<file path="src/rtl/ping_sequencer_if.sv">
// Control and sample-stream bundle for ping_sequencer: start/abort/lengths,
// transmit sample handshake, received sample strobe and status.
interface ping_sequencer_if #(
  parameter int DAC_BITS = 16,
  parameter int ADC_BITS = 12,
  parameter int LEN_W    = 16
);
  logic                start;
  logic                abort;
  logic [LEN_W-1:0]    tx_len;
  logic [LEN_W-1:0]    rx_len;
  logic [DAC_BITS-1:0] tx_data;
  logic                tx_valid;
  logic                tx_ready;
  logic [ADC_BITS-1:0] rx_data;
  logic                rx_valid;
  logic                busy;
  logic                done;

  modport master (
    output start, abort, tx_len, rx_len, tx_data, tx_valid,
    input  tx_ready, rx_data, rx_valid, busy, done
  );

  modport slave (
    input  start, abort, tx_len, rx_len, tx_data, tx_valid,
    output tx_ready, rx_data, rx_valid, busy, done
  );
endinterface

</file>
<file path="src/rtl/ping_sequencer.sv">
// One transmit/receive ping: DAC burst with transmit_enable, guard, then ADC conversions.
// Optional macro PING_UNDERRUN_FILL_EN: send midscale instead of stalling on tx underrun.
module ping_sequencer #(
  parameter int DAC_BITS     = 16,
  parameter int ADC_FRAME    = 16,
  parameter int ADC_BITS     = 12,
  parameter int GUARD_CYCLES = 96,
  parameter int LEN_W        = 16
) (
  input  logic clk48,
  input  logic reset,
  ping_sequencer_if.slave ctl,
  output logic transmit_enable,
  output logic dac_cs,
  output logic dac_sdi,
  output logic adc_cs,
  input  logic adc_sdo
`ifdef PING_UNDERRUN_FILL_EN
  ,
  output logic [15:0] underrun_count
`endif
);

  typedef enum logic [2:0] {
    IDLE, TX_LOAD, TX_SHIFT, GUARD, RX_SHIFT, RX_GAP, DONE
  } state_t;

  localparam int M1      = (DAC_BITS > ADC_FRAME) ? DAC_BITS : ADC_FRAME;
  localparam int CYC_MAX = (M1 > GUARD_CYCLES) ? M1 : GUARD_CYCLES;
  localparam int CNT_W   = $clog2(CYC_MAX + 1);

  localparam logic [CNT_W-1:0] DAC_LAST   = CNT_W'(DAC_BITS - 1);
  localparam logic [CNT_W-1:0] ADC_LAST   = CNT_W'(ADC_FRAME - 1);
  localparam logic [CNT_W-1:0] GUARD_LAST = CNT_W'((GUARD_CYCLES > 0) ? GUARD_CYCLES - 1 : 0);

  state_t              state, state_nxt, post_tx;
  logic [CNT_W-1:0]    cyc_cnt;
  logic [LEN_W-1:0]    tx_cnt, rx_cnt, tx_cnt_inc, rx_cnt_inc;
  logic [LEN_W-1:0]    tx_len_q, rx_len_q;
  logic [DAC_BITS-1:0] tx_sh;
  logic [ADC_BITS-1:0] rx_sh, rx_data_q, rx_word;
  logic                tx_ready, rx_valid, busy, done;
  logic                abort_hit;

`ifdef PING_UNDERRUN_FILL_EN
  localparam logic [DAC_BITS-1:0] MIDSCALE = {1'b1, {(DAC_BITS-1){1'b0}}};

  function automatic logic [15:0] sat_inc(input logic [15:0] v);
    return (v == 16'hFFFF) ? v : v + 16'd1;
  endfunction
`endif

  assign tx_cnt_inc = tx_cnt + LEN_W'(1);
  assign rx_cnt_inc = rx_cnt + LEN_W'(1);
  assign rx_word    = {rx_sh[ADC_BITS-2:0], adc_sdo};
  assign abort_hit  = ctl.abort && (state != IDLE);

  assign ctl.tx_ready = tx_ready;
  assign ctl.rx_valid = rx_valid;
  assign ctl.rx_data  = rx_data_q;
  assign ctl.busy     = busy;
  assign ctl.done     = done;

  always_ff @(posedge clk48) begin
    if (reset || abort_hit) state <= IDLE;
    else                    state <= state_nxt;
  end

  always_comb begin
    state_nxt       = state;
    post_tx         = DONE;
    tx_ready        = 1'b0;
    rx_valid        = 1'b0;
    busy            = (state != IDLE);
    done            = 1'b0;
    transmit_enable = 1'b0;
    dac_cs          = 1'b1;
    dac_sdi         = 1'b0;
    adc_cs          = 1'b1;

    if (GUARD_CYCLES != 0)   post_tx = GUARD;
    else if (rx_len_q != '0) post_tx = RX_SHIFT;

    case (state)
      IDLE: begin
        if (ctl.start) begin
          if (ctl.tx_len != '0)                           state_nxt = TX_LOAD;
          else if (ctl.rx_len != '0 && GUARD_CYCLES != 0) state_nxt = GUARD;
          else if (ctl.rx_len != '0)                      state_nxt = RX_SHIFT;
          else                                            state_nxt = DONE;
        end
      end
      TX_LOAD: begin
        tx_ready        = 1'b1;
        transmit_enable = 1'b1;
`ifdef PING_UNDERRUN_FILL_EN
        state_nxt = TX_SHIFT;
`else
        if (ctl.tx_valid) state_nxt = TX_SHIFT;
`endif
      end
      TX_SHIFT: begin
        transmit_enable = 1'b1;
        dac_cs          = 1'b0;
        dac_sdi         = tx_sh[DAC_BITS-1];
        if (cyc_cnt == DAC_LAST) state_nxt = (tx_cnt_inc == tx_len_q) ? post_tx : TX_LOAD;
      end
      GUARD: begin
        if (cyc_cnt == GUARD_LAST) state_nxt = (rx_len_q != '0) ? RX_SHIFT : DONE;
      end
      RX_SHIFT: begin
        adc_cs = 1'b0;
        if (cyc_cnt == ADC_LAST) state_nxt = RX_GAP;
      end
      RX_GAP: begin
        rx_valid  = 1'b1;
        state_nxt = (rx_cnt_inc == rx_len_q) ? DONE : RX_SHIFT;
      end
      DONE: begin
        done      = 1'b1;
        state_nxt = IDLE;
      end
      default: state_nxt = IDLE;
    endcase
  end

  // Control counters and the visible sample register
  always_ff @(posedge clk48) begin
    if (reset || abort_hit) begin
      cyc_cnt   <= '0;
      tx_cnt    <= '0;
      rx_cnt    <= '0;
      rx_data_q <= '0;
`ifdef PING_UNDERRUN_FILL_EN
      if (reset) underrun_count <= '0;
`endif
    end else begin
      cyc_cnt <= (state_nxt != state) ? '0 : cyc_cnt + CNT_W'(1);
      if (state == IDLE && ctl.start) begin
        tx_cnt <= '0;
        rx_cnt <= '0;
`ifdef PING_UNDERRUN_FILL_EN
        underrun_count <= '0;
`endif
      end
`ifdef PING_UNDERRUN_FILL_EN
      if (state == TX_LOAD && !ctl.tx_valid) underrun_count <= sat_inc(underrun_count);
`endif
      if (state == TX_SHIFT && cyc_cnt == DAC_LAST) tx_cnt <= tx_cnt_inc;
      if (state == RX_SHIFT && cyc_cnt == ADC_LAST) rx_data_q <= rx_word;
      if (state == RX_GAP) rx_cnt <= rx_cnt_inc;
    end
  end

  // Shift registers and latched lengths
  always_ff @(posedge clk48) begin
    if (state == IDLE && ctl.start) begin
      tx_len_q <= ctl.tx_len;
      rx_len_q <= ctl.rx_len;
    end
    if (state == TX_LOAD) begin
`ifdef PING_UNDERRUN_FILL_EN
      tx_sh <= ctl.tx_valid ? ctl.tx_data : MIDSCALE;
`else
      if (ctl.tx_valid) tx_sh <= ctl.tx_data;
`endif
    end else if (state == TX_SHIFT) begin
      tx_sh <= {tx_sh[DAC_BITS-2:0], 1'b0};
    end
    if (state == RX_SHIFT) rx_sh <= rx_word;
  end

endmodule

</file>
<file path="src/flat_wrapper.sv">
// flat-port wrapper written by rule: the top's interface ports become plain ports
module ping_sequencer_flat 
#(
  parameter int DAC_BITS     = 16,
  parameter int ADC_FRAME    = 16,
  parameter int ADC_BITS     = 12,
  parameter int GUARD_CYCLES = 96,
  parameter int LEN_W        = 16
)
  (clk48, reset, transmit_enable, dac_cs, dac_sdi, adc_cs, adc_sdo, ctl_start, ctl_abort, ctl_tx_len, ctl_rx_len, ctl_tx_data, ctl_tx_valid, ctl_tx_ready, ctl_rx_data, ctl_rx_valid, ctl_busy, ctl_done);
  ping_sequencer_if #(.DAC_BITS(DAC_BITS), .ADC_BITS(ADC_BITS), .LEN_W(LEN_W)) ctl_i ();
  input  logic clk48;
  input  logic reset;
  output logic transmit_enable;
  output logic dac_cs;
  output logic dac_sdi;
  output logic adc_cs;
  input  logic adc_sdo;
  input wire logic [$bits(ctl_i.start)-1:0] ctl_start;
  input wire logic [$bits(ctl_i.abort)-1:0] ctl_abort;
  input wire logic [$bits(ctl_i.tx_len)-1:0] ctl_tx_len;
  input wire logic [$bits(ctl_i.rx_len)-1:0] ctl_rx_len;
  input wire logic [$bits(ctl_i.tx_data)-1:0] ctl_tx_data;
  input wire logic [$bits(ctl_i.tx_valid)-1:0] ctl_tx_valid;
  output wire logic [$bits(ctl_i.tx_ready)-1:0] ctl_tx_ready;
  output wire logic [$bits(ctl_i.rx_data)-1:0] ctl_rx_data;
  output wire logic [$bits(ctl_i.rx_valid)-1:0] ctl_rx_valid;
  output wire logic [$bits(ctl_i.busy)-1:0] ctl_busy;
  output wire logic [$bits(ctl_i.done)-1:0] ctl_done;
  assign ctl_i.start = ctl_start;
  assign ctl_i.abort = ctl_abort;
  assign ctl_i.tx_len = ctl_tx_len;
  assign ctl_i.rx_len = ctl_rx_len;
  assign ctl_i.tx_data = ctl_tx_data;
  assign ctl_i.tx_valid = ctl_tx_valid;
  assign ctl_tx_ready = ctl_i.tx_ready;
  assign ctl_rx_data = ctl_i.rx_data;
  assign ctl_rx_valid = ctl_i.rx_valid;
  assign ctl_busy = ctl_i.busy;
  assign ctl_done = ctl_i.done;
  ping_sequencer #(.DAC_BITS(DAC_BITS), .ADC_FRAME(ADC_FRAME), .ADC_BITS(ADC_BITS), .GUARD_CYCLES(GUARD_CYCLES), .LEN_W(LEN_W)) u_core (.clk48(clk48), .reset(reset), .ctl(ctl_i), .transmit_enable(transmit_enable), .dac_cs(dac_cs), .dac_sdi(dac_sdi), .adc_cs(adc_cs), .adc_sdo(adc_sdo));
endmodule
</file>
<file path="config.mk">
export PLATFORM = sky130hd
export DESIGN_NAME = ping_sequencer_flat
export DESIGN_NICKNAME = d
export VERILOG_FILES = /design/src/rtl/ping_sequencer_if.sv /design/src/rtl/ping_sequencer.sv /design/src/flat_wrapper.sv
export SDC_FILE = /design/constraint.sdc
export NUM_CORES = 1
export LEC_CHECK = 0
export CORE_AREA = 4 4 102 104
export CTS_BUF_LIST = sky130_fd_sc_hd__clkbuf_8 sky130_fd_sc_hd__clkbuf_16
export DETAILED_ROUTE_END_ITERATION = 10
export DIE_AREA = 0 0 106 108
export PLACE_DENSITY = 0.95
export REMOVE_ABC_BUFFERS = 1
export SETUP_SLACK_MARGIN = 0.1
export SLEW_MARGIN = 0
export SYNTH_ARGS = -nofsm -noshare
export SYNTH_HDL_FRONTEND = slang
export SYNTH_SLANG_ARGS = --single-unit
</file>
<file path="constraint.sdc">
create_clock -name clk48 -period 7.7 [get_ports clk48]
set_input_delay 2.31 -clock clk48 [delete_from_list [all_inputs] [get_ports clk48]]
set_output_delay 2.31 -clock clk48 [all_outputs]
set_load 0.05 [all_outputs]
</file>
; ---- Word-level counts from Yosys, hierarchy flattened
; Cells that the tools add are included.
[word_totals]
output_inout_bits = 20
ff_bits = 113
wordCells = 64
[classes]
addsub = 3
eq_ne = 12
reduce_logical = 16
muxes = 24
[ops]
columns = cell, count
row1 = 16-bit two-way mux, 6
row2 = 16-bit nonzero test, 3
row3 = 16-bit by 1-bit adder with 16-bit output (second input constant), 2
row4 = 16-bit equality test, 2
row5 = 3-bit two-way mux, 7
row6 = 3-bit case mux with 6 select lines, 1
row7 = 3-bit equality test (second input constant), 3
row8 = 7-bit by 1-bit adder with 7-bit output (second input constant), 1
row9 = 7-bit by 4-bit equality test with 1-bit output (second input constant), 1
row10 = 7-bit equality test (second input constant), 1
row11 = 1-bit two-way mux, 7
row12 = 3-bit by 2-bit equality test with 1-bit output (second input constant), 2
row13 = 2-bit two-way mux, 3
row14 = 2-bit nonzero test, 3
row15 = 1-bit logical AND, 4
row16 = 2-bit OR reduction, 2
row17 = 3-bit by 1-bit equality test with 1-bit output (second input constant), 1
row18 = 3-bit logical NOT, 1
row19 = 3-bit inequality test, 1
row20 = 3-bit nonzero test, 1
row21 = 2-bit inequality test (second input constant), 1
row22 = 2-bit AND reduction, 1
row23 = 1-bit logical OR, 1

; ---- Depth between registers and ports, before layout
[logic_depth]
depth_word = 7
mapped_depth = 10

; ---- Least setup slack after synthesis
; OpenSTA, ideal clock, no wires.
[synth_timing]
path_type = reg2out
startpoint = reg u_core.state[0]
endpoint = out transmit_enable
stages_incl_launch_ff = 6
setup_slack_ns = 3.162
arrival_time_ns = 2.228
n_path_buf = 2
path_cell_list = dfxtp_1 > buf_2 > inv_1 > nor3_2 > clkbuf_1 > nand2b_1
[synth_between]
elab_chain_cells = 3
elab_cells_between_ends = 4
classes_between = 2 x eq/ne / 1 x mux / 1 x reduce/logical
[synth_lines]
columns = element, line_no
row1 = "start, declared", ping_sequencer.sv:36  ; state_t state, state_nxt, post_tx;
row2 = "start signal, assigned", ping_sequencer.sv:66  ; else state <= state_nxt;
row3 = 3-bit by 1-bit equality test with 1-bit output / 3-bit by 2-bit equality test with 1-bit output (equally long branches), ping_sequencer.sv:84  ; case (state)
row4 = 2-bit OR reduction (no source line) *, -
row5 = 1-bit two-way mux *, ping_sequencer.sv:84
row6 = "end, declared", flat_wrapper.sv:14  ; output logic transmit_enable;
; Mark *: on every way between the ends. The rest lies on a longest branch, timed or not.

; ---- Worst setup path after layout
[layout_timing]
startpoint = reg u_core.state[0]
endpoint = out ctl_rx_valid
[layout_between]
elab_chain_cells = 2
[layout_lines]
columns = element, line_no
row1 = 3-bit equality test, ping_sequencer.sv:84
row2 = 1-bit two-way mux, ping_sequencer.sv:84
row3 = "end, declared", flat_wrapper.sv:27  ; output wire logic [$bits(ctl_i.rx_valid)-1:0] ctl_rx_valid;
; Every way passes these cells.

==> results.toml <==
[synthesis]
syn_area_um2 = 5630
synth_edf_count = 59
syn_avg_cell_area_um2 = 9.90
syn_inst = 569
synth_seq_area_share_pct = 50.7
async_reset_ff_share_pct = 0
ys.flop_type = "edfxtp_1"
yosysUniqueCellTypes = 58
ys_ff_latch = 113
yosys_warnings = 0

[route]
detail_route.first_pass.iterations = 6
viasPerCell = 6.36
via_count = 4937
wl_per_cell_um = 19.4
first_iter_violations = 512
drtAntennaViolNets = 0
totalWireLength_mm = 15.0
drc_errors = 0

[sta]
worst_pin_slew_ns = 1.01
fmax_ghz = 0.180
skew_ns = 0.00651
setup_tns_ns = 0
layout_min_cycle_time_ns = 5.56
rsz0062_at_grt = "no"
maxSlewHeadroom_pct = 32.4
setup_ws_ns = 2.14
final_max_slew_viol_count = 0
finalCritPeriodShare_pct = 72.1
hold_violations = 0
finalSetupViolCount = 0

[pwr]
comb_power_share_pct = 9.4
p_sw_mw = 0.429
power_frac_seq_pct = 43.0
power_mw = 1.59
power_density_nw_per_um2 = 229
pwr-share-clk_pct = 47.6
peakVddDrop_mv = 0.220
leakage_nw = 2.48
swShare_pct = 26.9
internal-power_mw = 1.17

[floorplanning]
initial_core_util_pct = 59.0
num_io_pins = 74
fp.coreArea_um2 = 9550
die_y_um = 108
fp.dieArea_um2 = 11400
dieWidth_um = 106
rows = 36

[worst_setup_path]
critical_path_buf_inv_count = 2
worst-setup-path-type = "register to output pin"
r2r-start = "u_core.state[2]"
endpoint_kind = "output pin"
startpoint_type = "register"
slowest_delay_ns = 0.89
crit_family = "buffers and inverters"
setup.worst_path.start = "u_core.state[0]"
cp_cell_sequence = "nand3b_1 > inv_1 > clkdlybuf4s50_1"
cpMaxStageDelayCell = "clkdlybuf4s50_1"
cp.required_ns = 5.39
critPathMaxFanout = 25
cp.arrival_ns = 3.25

[layout]
utilization_pct = 72.9
fill_cells = 595
diodes = 0
drive_above_1_share_pct = 9.80
nets = 687
syn_to_final_growth_pct = 23.7
final_cell_count_no_fill = 776

[clock_network]
cts_made_buffers = 17
cts_tree = "built"
root_buffer = "clkbuf_8"
htree_levels = 4
clock_path_buffers = 2
clock_latency_ns = 0.53
holdBufCountCts = 0
cts_setup_buffers = 0
post_cts_resized = 0
clock-sinks = 113
clk_pin_slew_ns = 0.06

[global_route]
overflow = 0
grt_pass1_vias = 4884
grt_util_all_layers_pct = 27.3
antenna_found_initial = 0
grt_pass1_wl_mm = 24.4
grt_max_degree = 47

[placement]
dp_hpwl_mm = 9.60
placed_cells = 744
port_buffers = 73
pre_cts_ws_ns = 2.79
gp_congestion = 0.951

[worst_hold_path]
hold_path_class = "register to register"
hp-start = "u_core.rx_sh[9]"

[status]
status = "finished, final reports clean"

[job]
cap_violations = 0
## registers in the layout, summed over array words and instances, names as in the netlist
name                count
u_core.rx_sh           11
u_core.tx_sh           16
u_core.state            3
u_core.rx_len_q        16
u_core.ctl.rx_data     12
u_core.cyc_cnt          7
u_core.tx_len_q        16
u_core.rx_cnt          16
u_core.tx_cnt          16
## placed cells by master, fill, tap and decap left out, drive strengths merged, types with 2 or more instances in the layout
master and n:
clkdlybuf4s50 73, o21ai 29, a211oi 3, edfxtp 59, dfxtp 54, clkinvlp 2, and3 11, ha 3
and4 3, mux2i 14, nor3b 4, a21oi 40, or4 6, clkbuf 18, nand3 28, inv 26
and2 4, nand4 8, xnor2 28, a31oi 6, a21o 6, nor3 19, nand4b 2, buf 3
nor2b 8, mux2 16, o22ai 2, nor4 17, a2bb2oi 2, xor2 14, a41oi 2, nand2 30
a22oi 6, o21bai 2, or3 11, nand3b 7, a311oi 2, nor2 63
## layout make-up
| cell class | instances | area, um^2 | share of cell area [%] |
|---|---|---|---|
| inverters | 15 | 56.3 | 0.808 |
| clock inverters | 14 | 133 | 1.90 |
| well taps | 133 | 166 | 2.39 |
| multi-input cells | 407 | 2560 | 36.8 |
| repair buffers | 76 | 753 | 10.8 |
| clock buffers | 18 | 439 | 6.31 |
| flip-flops and latches | 113 | 2850 | 41.0 |
## worst reg2reg max path: stages, from the launching register on
cell and delay (ns):
dfxtp_1 0.51, nor3b_2 0.88, nand3_1 0.89, o211ai_1 0.43
xnor2_1 0.19, nand2_1 0.21, nor2_1 0.20
## logic make-up (layout without fill, tap and decap cells)
group                      after synthesis  count (layout)  synth area share (%)
and+or+nand+nor                        224             224                  21.1
adders and majority gates                3               3                 0.667
xor gates and xnor gates                42              42                  6.53
AOI/OAI and AO/OA                      108             108                  11.4
buffers and inverters                   49             123                  3.89
muxes                                   30              30                  5.69
DFF                                    113             113                  50.7
## per-stage QoR
stage / cell area, um^2 / hold slack, ns
6_report: 6960 / 0.455
5_1_grt: 6960 / 0.463
4_1_cts: 6960 / 0.450
3_3_place_gp: 6390 / 0.432
2_1_floorplan: 5470 / 0.413
3_5_place_dp: 6390 / 0.442
## worst paths after layout
path | to | slack (ns) | cells after the start
setup / recovery | ctl_rx_valid | 2.14 | 3
hold / removal | u_core.rx_sh[10] | 0.45 | 0
setup reg to reg | u_core.cyc_cnt[4] | 4.31 | 6
hold reg to reg | u_core.rx_sh[10] | 0.45 | 0
## layer usage
| layer | vias to the layer above | global-route usage (%) | part of all wire, % |
|---|---|---|---|
| li1 | 2218 | - | - |
| met1 | 2297 | 31.8 | 37 |
| met2 | 344 | 45.3 | 49 |
| met3 | 78 | 7.82 | 9.1 |
| met4 | 0 | 15.8 | 5.0 |
| met5 | - | 0 | 0 |
## synth_stat cells (15+ instances only)
cell type  count  area [um^2]
a21oi_1       40          200
nand2_1       29          109
xnor2_1       28          245
edfxtp_1      59         1770
inv_1         15         56.3
nor2_1        63          236
o21ai_0       29          145
nor3_1        16         80.1
nor4_1        16          100
clkbuf_1      20         75.1
dfxtp_1       54         1080
nand3_1       27          135
mux2_2        16          180
## power by group through the flow
| stage | logic, mW | clock network (mW) | registers (mW) |
|---|---|---|---|
| 2_1_floorplan | 0.0850 | 0 | 0.691 |
| 3_3_place_gp | 0.139 | 0 | 0.696 |
| 3_5_place_dp | 0.144 | 0 | 0.697 |
| 4_1_cts | 0.148 | 0.760 | 0.685 |
| 5_1_grt | 0.162 | 0.792 | 0.688 |
| 6_report | 0.150 | 0.758 | 0.686 |
(Power assumes the default switching activity.)
